<file path="config.mk">
export PLATFORM = sky130hd
export DESIGN_NAME = ghash_pair_sched
export DESIGN_NICKNAME = d
export VERILOG_FILES = /design/src/rtl/ghash_pair_sched.sv
export SDC_FILE = /design/constraint.sdc
export NUM_CORES = 1
export LEC_CHECK = 0
export CAP_MARGIN = 10
export CORE_MARGIN = 2
export CORE_UTILIZATION = 25
export CTS_CLUSTER_DIAMETER = 40
export CTS_CLUSTER_SIZE = 20
export DETAILED_ROUTE_END_ITERATION = 8
export SLEW_MARGIN = 20
export SYNTH_ARGS = -nofsm -noshare
export SYNTH_HDL_FRONTEND = slang
export SYNTH_SLANG_ARGS = --single-unit
</file>
<file path="constraint.sdc">
create_clock -name i_clock -period 1.55 [get_ports i_clock]
set_input_delay 0.2325 -clock i_clock [delete_from_list [all_inputs] [get_ports i_clock]]
set_output_delay 0.2325 -clock i_clock [all_outputs]
set_load 0.01 [all_outputs]
</file>
<file path="src/rtl/ghash_pair_sched.sv">
// GHASH pair-beat issue scheduler: spaces accepted pair beats by the multiply/reduce latency.
// Optional macro GHASH_SCHED_STATS_EN adds a 32-bit issued-pair counter on o_pair_count.
//
// state  | meaning
// IDLE   | waiting for a key load and a start-of-message pair
// ISSUE  | mid-message, ready for the next pair
// SPACE  | waiting for the previous pair to clear the datapath
// DRAIN  | last pair issued, waiting for the tag to emerge
// DONE   | tag valid next cycle; pulse o_done and return to IDLE
module ghash_pair_sched #(
   parameter int NB_BLOCK = 128,
   parameter int N_BLOCKS = 2,
   parameter int NB_DATA  = N_BLOCKS*NB_BLOCK,
   parameter int PIPE_LAT = 4
`ifdef GHASH_SCHED_STATS_EN
   ,
   parameter logic [31:0] STATS_INIT = 32'h0
`endif
) (
   input  logic                i_clock,
   input  logic                i_reset,
   input  logic [NB_BLOCK-1:0] i_h_key,
   input  logic [NB_BLOCK-1:0] i_h_key2,
   input  logic                i_key_load,
   input  logic                i_valid,
   input  logic                i_sop,
   input  logic                i_eop,
   input  logic                i_last_odd,
   input  logic                i_stall_req,
   output logic                o_ready,
   output logic [NB_DATA-1:0]  o_h_pow_pair,
   output logic                o_fb_sel,
   output logic                o_valid,
   output logic                o_stall,
   output logic                o_busy,
   output logic                o_done,
   output logic                o_err,
   output logic [31:0]         o_pair_count
);

   if (N_BLOCKS != 2 || NB_DATA != 2*NB_BLOCK) begin : g_bad_width
      $error("ghash_pair_sched supports exactly two blocks per beat");
   end
   if (PIPE_LAT < 2 || PIPE_LAT > 15) begin : g_bad_lat
      $error("ghash_pair_sched PIPE_LAT must be within 2..15");
   end

   typedef enum logic [2:0] {
      S_IDLE,
      S_ISSUE,
      S_SPACE,
      S_DRAIN,
      S_DONE
   } state_t;

   // SPACE counts down to zero inclusive, so it holds PIPE_LAT-1 cycles; DRAIN holds PIPE_LAT.
   localparam logic [3:0] SPACE_LOAD = 4'(PIPE_LAT-2);
   localparam logic [3:0] DRAIN_LOAD = 4'(PIPE_LAT-1);

   state_t              state_q;
   logic [3:0]          cnt_q;
   logic                key_vld_q;
   logic [NB_BLOCK-1:0] h_q;
   logic [NB_BLOCK-1:0] h2_q;
   logic [NB_DATA-1:0]  pair_q;
   logic                fb_q;
   logic                valid_q;
   logic                stall_q;
   logic                done_q;
   logic                err_q;

   logic                ready_d;
   logic                accept;
   logic                issue;
   logic [NB_DATA-1:0]  pair_d;

   assign ready_d = !i_reset && !i_stall_req &&
                    ((state_q == S_IDLE && key_vld_q) || state_q == S_ISSUE);
   assign accept  = i_valid && ready_d;
   // Mid-message every accepted beat issues; a stray sop there restarts the message.
   assign issue   = accept && (state_q == S_ISSUE || i_sop);
   assign pair_d  = (i_eop && i_last_odd) ? {h_q, {NB_BLOCK{1'b0}}} : {h2_q, h_q};

   always_ff @(posedge i_clock) begin
      if (i_reset) begin
         state_q   <= S_IDLE;
         cnt_q     <= '0;
         key_vld_q <= 1'b0;
         h_q       <= '0;
         h2_q      <= '0;
         pair_q    <= '0;
         fb_q      <= 1'b0;
         valid_q   <= 1'b0;
         stall_q   <= 1'b0;
         done_q    <= 1'b0;
         err_q     <= 1'b0;
      end else begin
         valid_q <= 1'b0;
         done_q  <= 1'b0;
         stall_q <= i_stall_req;

         if (state_q == S_IDLE && i_key_load) begin
            h_q       <= i_h_key;
            h2_q      <= i_h_key2;
            key_vld_q <= 1'b1;
         end

         if (!i_stall_req) begin
            case (state_q)
               S_IDLE: begin
                  if (accept && !i_sop) err_q <= 1'b1;
               end
               S_ISSUE: begin
                  if (accept && i_sop) err_q <= 1'b1;
               end
               S_SPACE: begin
                  if (cnt_q == 4'd0) state_q <= S_ISSUE;
                  else               cnt_q   <= cnt_q - 4'd1;
               end
               S_DRAIN: begin
                  if (cnt_q == 4'd0) state_q <= S_DONE;
                  else               cnt_q   <= cnt_q - 4'd1;
               end
               S_DONE: begin
                  done_q  <= 1'b1;
                  state_q <= S_IDLE;
               end
               default: state_q <= S_IDLE;
            endcase

            if (issue) begin
               valid_q <= 1'b1;
               fb_q    <= !i_sop;
               pair_q  <= pair_d;
               state_q <= i_eop ? S_DRAIN : S_SPACE;
               cnt_q   <= i_eop ? DRAIN_LOAD : SPACE_LOAD;
            end
         end
      end
   end

`ifdef GHASH_SCHED_STATS_EN
   logic [31:0] pair_cnt_q;

   always_ff @(posedge i_clock) begin
      if (i_reset)    pair_cnt_q <= STATS_INIT;
      else if (issue) pair_cnt_q <= pair_cnt_q + 32'd1;
   end

   assign o_pair_count = pair_cnt_q;
`else
   assign o_pair_count = 32'h0;
`endif

   assign o_ready      = ready_d;
   assign o_h_pow_pair = pair_q;
   assign o_fb_sel     = fb_q;
   assign o_valid      = valid_q;
   assign o_stall      = stall_q;
   assign o_busy       = (state_q != S_IDLE);
   assign o_done       = done_q;
   assign o_err        = err_q;

endmodule

</file>
== Word level (Yosys, flattened, before mapping) ==
Index checks and enable logic that the tools add are counted.
Storage, ports and cells
  flip-flop bits (word level): 525
  bits of input ports: 264
  output and inout bits: 295
  logic and storage cells: 64
Operators by class
  add/sub/neg operators: 1
  eq/ne operators: 10
  multiplexer cells: 15
  bitwise logic cells: 1
  reduce and logical (&&, ||, !) cells: 26
Operators by type and width (count)
  $mux W256: 1
  $mux W4: 3
  $logic_and A1 B1 Y1: 9
  $mux W3: 3
  $pmux W3 S3: 1
  $reduce_and A4 Y1: 2
  $eq A3 B2 Y1 const B: 2
  $mux W1: 6
  $ne A2 B1 Y1 const B: 3
  $ne A3 B3 Y1 const B: 2
  $reduce_or A2 Y1: 3
  $logic_not A4 Y1: 1
  $reduce_bool A2 Y1: 2
  $sub A4 B1 Y4 const B: 1
  $eq A3 B1 Y1 const B: 1
  $eq A3 B3 Y1 const B: 1
  $logic_not A1 Y1: 3
  $logic_not A3 Y1: 1
  $reduce_and A3 Y1: 1
  $reduce_bool A3 Y1: 1
  $logic_or A1 B1 Y1: 2
  $ne A2 B2 Y1 const B: 1
  $pmux W1 S2: 1
  $reduce_and A2 Y1: 1
  $not A1 Y1: 1

== Depth between registers and ports, before layout ==
  depth after elaboration: 8
  depth in mapped cells: 8
  depth with buffers taken out: 6

== Least setup slack after synthesis ==
OpenSTA, ideal clock, no wires.
  path kind: reg2reg
  start point: register cnt_q[0]
  end point: register state_q[0]
  arrival: 1452 ps
  data required time: 1430 ps
  slack: -22 ps
  stages on the path, launching flop included: 7
  buffers on the path: 0
  clock period less this slack: 1572 ps
  cells stage by stage: dfxtp_1 -> inv_1 -> ha_1 -> nor3b_1 -> a31oi_1 -> nor4b_1 -> a211o_1
Between the ends
  cells in the longest elaborated chain, start to end: 3
  elaborated cells between the ends (all ways): 4
RTL lines
  start: declaration: line 61  | logic [3:0] cnt_q;
  start signal: assignment: line 118  | else cnt_q <= cnt_q - 4'd1;
  start signal: assignment: line 122  | else cnt_q <= cnt_q - 4'd1;
  start signal: assignment: line 136  | cnt_q <= i_eop ? DRAIN_LOAD : SPACE_LOAD;
  $logic_not A4 Y1 (*): line 117, 121
  $ne A3 B3 Y1 (no line)
  $reduce_and A4 Y1 (no line) (*)
  end signal: assignment: line 135  | state_q <= i_eop ? S_DRAIN : S_SPACE;
  end: declaration: line 60  | state_t state_q;
Every way passes the cells marked *; elsewhere a longest branch is shown, timed or not.
A chain may end at the register's enable or synchronous reset.

== Final worst setup path ==
  start point: register state_q[0]
  end point: register pair_q[91] (netlist: o_h_pow_pair[91])
Between the ends
  cells in the longest elaborated chain, start to end: 7
  elaborated cells between the ends (all ways): 9
RTL lines
  $logic_not A3 Y1: line 78  | ((state_q == S_IDLE && key_vld_q) || state_q == S_ISSUE);
  $logic_and A1 B1 Y1: line 78
  $logic_or A1 B1 Y1: line 78
  $logic_and A1 B1 Y1: line 77  | assign ready_d = !i_reset && !i_stall_req &&
  $logic_and A1 B1 Y1: line 79  | assign accept = i_valid && ready_d;
  $logic_and A1 B1 Y1 (*): line 81  | assign issue = accept && (state_q == S_ISSUE || i_sop);
  $reduce_and A2 Y1 (no line) (*)
  end signal: assignment: line 134  | pair_q <= pair_d;
  end: declaration: line 65  | logic [NB_DATA-1:0] pair_q;
Marks and branches as above.

==> reports/metrics.cfg <==
[power]
leakage_nw=12.6
switching_share=0.260
p_switching_mw=9.45
p_clk_frac=0.512
seqPwrFrac=0.395
irDropWorstVdd_v=0.000822
power_frac_comb=0.093
power_density_nw_per_um2=1170
intPower_mw=26.8

[place]
numPortBuffers=526
dp.cells=3725
place_congestion=0.805
dp_hpwl_um=48000

[critical_path]
rrSetupSlack_ns=-0.20
required_ns=2.08
crit_path_end_kind=flip-flop
slowest_stage=dfxtp_4
reg2reg_depth=7
arrival_ns=2.28
crit_top_cell=buf_12
path_class=flip-flop to flip-flop
worstPathMaxFanout=28
r2r_start=state_q[0]$_SDFFE_PP0P_
cpPeakStageDelay_ns=0.38
worstReg2RegEnd=o_h_pow_pair[91]$_SDFFE_PP0P_
crit_chain=o21a_4, o2111ai_4, buf_12, nor3b_4, buf_12, buf_16, a22o_1
cp-start-kind=flip-flop

[outcome]
violations=setup timing
run_status=complete, but fails checks

[layout]
instances_no_fill=3942
area_growth_pct=61.0
fillCellCount=7565
multiInputGateArea_um2=8280
drive_gt1_frac=0.180
final_util=0.407
final_nets=3111
regArea_um2=10500

[timing]
hold_violations=0
slew_headroom=0.555
min_period_over_period=1.13
rsz0062_at_grt=yes
fin_skew_ns=0.0245
period_needed_ns=1.75
clock.fmax_mhz=571
worst_pin_slew_ns=0.668
holdWs_ns=0.0984
finalSetupViolCount=518
fin_ws_ns=-0.201
maxSlewViolCount=0

[synthesis]
synth-seq-cells=525
ys_types=39
synth_flop_cell=dfxtp_1
ys_seq_area_frac=0.546
syn_area_um2=19200
yosysTopAreaCellShare=0.546
yosysTopAreaCell=dfxtp_1
synth_edf_count=0
syn_inst=2225
yosys_warnings=0
synth_area_leaders=dfxtp_1, nand2_1, a21oi_1
syn_area_per_cell_um2=8.65
postSynth.asyncResetShare=0

[floorplanning]
initial_utilization=0.253
num_rows=101
dieArea_um2=79200
fp.dieH_um=281
core-area_um2=76100
io_pins=559
dieWidth_um=281

[hold_path]
hold_depth=4
hp-class=input pin to flip-flop
hold_start=i_reset
worstHoldEndpoint=cnt_q[0]$_SDFFE_PP0P_

[route]
via_per_inst=4.71
ant_nets=0
drt-total-wl_um=76100
vias=18568
drc=0
wl_per_cell_um=19.3
drtIter0Drc=1109
firstDrtPassIters=6

[global_route]
grt_max_degree=117
grt_antenna_before_repair=2
grt_usage=0.179
grt_pass1_vias=18048
grt_first_pass_wirelength_um=109000
grt_overflow_total=0

[cts]
root_buffer=clkbuf_16
numClockSinks=525
htree_levels=3
cts_buffers=82
cts_tree=yes
clock_path_buffers=3
clock_latency_ns=0.61
clk_pin_slew_worst_paths_ns=0.05

[job]
maxCapViolations=0

## sequential cells by signal, indices dropped and copies added (netlist names)
register / count
o_fb_sel: 1
h_q: 128
o_err: 1
o_done: 1
o_valid: 1
o_h_pow_pair: 256
key_vld_q: 1
cnt_q: 4
state_q: 3
h2_q: 128
o_stall: 1
## cell usage after synthesis (all sizes together) (3+ instances only)
cell type,instances
nand2,642
dfxtp,525
a21oi,261
nor2,138
buf,133
nand3,129
a22o,128
a311oi,128
clkbuf,101
inv,6
nor3,4
nor4b,3
xnor2,3
## cell type report
cell class / instances / share of cell area
inverter: 6 / 0.00125
tap: 1030 / 0.0416
clock buffer: 93 / 0.0698
antenna: 3 / 0.000242
multi-input combinational: 1491 / 0.267
timing repair inverter: 3 / 0.00178
sequential: 525 / 0.340
clock inverter: 55 / 0.0207
timing repair buffer: 736 / 0.258
## through the flow
stage	power, mW	worst slack, ns	setup TNS [ns]	area (µm²)
floorplan	15.9	0.0609	0	19400
global placement	17.6	-0.524	-137.79	26200
detailed placement	17.7	-0.568	-150.42	26200
CTS	36.4	-0.210	-47.87	30000
global route	37.5	-0.257	-88.37	31000
finish	36.3	-0.201	-51.73	31000
## metal layers
layer / GRT usage / part of all wire / vias to the layer above
met3: 0.0400 / 0.064 / 117
li1: - / - / 8869
met2: 0.291 / 0.47 / 659
met1: 0.232 / 0.44 / 8923
met5: 0 / 0 / -
met4: 0.0646 / 0.026 / 0
## logic make-up after synthesis
kind of cell               share of synthesized area
and+or+nand+nor                                0.193
AOI/OAI and AO/OA                              0.189
DFF                                            0.546
buffers and inverters                         0.0693
xor gates and xnor gates                     0.00137
adders and majority gates                    0.00130
other                                       0.000195
## power by group through the flow
stage	Sequential (mW)	Combinational (mW)	Clock, mW
3_5_place_dp	14.6	3.04	0
6_report	14.3	3.37	18.6
3_3_place_gp	14.6	3.02	0
4_1_cts	14.3	3.22	18.9
5_1_grt	14.4	3.65	19.5
2_1_floorplan	14.6	1.39	0
## how the worst max path moves through the flow
stage                                 start                             end  depth (start not counted)
global placement                i_stall_req                         o_ready                          5
global route        state_q[0]$_SDFFE_PP0P_            h_q[11]$_SDFFE_PP0P_                          9
detailed placement              i_stall_req  o_h_pow_pair[132]$_SDFFE_PP0P_                          7
finish              state_q[0]$_SDFFE_PP0P_   o_h_pow_pair[91]$_SDFFE_PP0P_                          7
floorplan           state_q[0]$_SDFFE_PP0P_         state_q[0]$_SDFFE_PP0P_                          7
CTS                 state_q[0]$_SDFFE_PP0P_                          o_busy                          4
## layout by cell type (no fill, tap or decap), types with 6 or more instances in the layout
| cell type | count |
|---|---|
| nand2_1 | 635 |
| dfxtp_1 | 514 |
| clkdlybuf4s50_1 | 259 |
| dlygate4sd2_1 | 246 |
| a21oi_1 | 240 |
| nand3_1 | 129 |
| a22o_1 | 128 |
| buf_4 | 97 |
| clkbuf_16 | 93 |
| nor2_1 | 86 |
| a311oi_1 | 75 |
| buf_12 | 58 |
| a311oi_2 | 53 |
| conb_1 | 32 |
| nor2_2 | 29 |
| nor2_4 | 23 |
| a21oi_2 | 21 |
| buf_6 | 19 |
| buf_16 | 18 |
| inv_6 | 15 |
| clkdlybuf4s15_1 | 11 |
| clkinvlp_4 | 10 |
| inv_8 | 10 |
| dfxtp_2 | 10 |
| buf_8 | 10 |
| clkinv_8 | 6 |
## critical path: cells and delay by family (launching register included)
kind,cells,cell delay [ns]
buf+inv,3,0.61
compound gates,3,0.44
flops,1,0.38
simple gates,1,0.21
## repair_timing
item | CTS | global route
gates cloned | 24 | 11
hold buffers | 0 | 0
setup endpoints to repair | 778 | 569
pin swaps | 59 | 42
resized for setup | 382 | 188
buffers inserted | 26 | 17
Note: power is estimated with default switching activity, not from simulation.
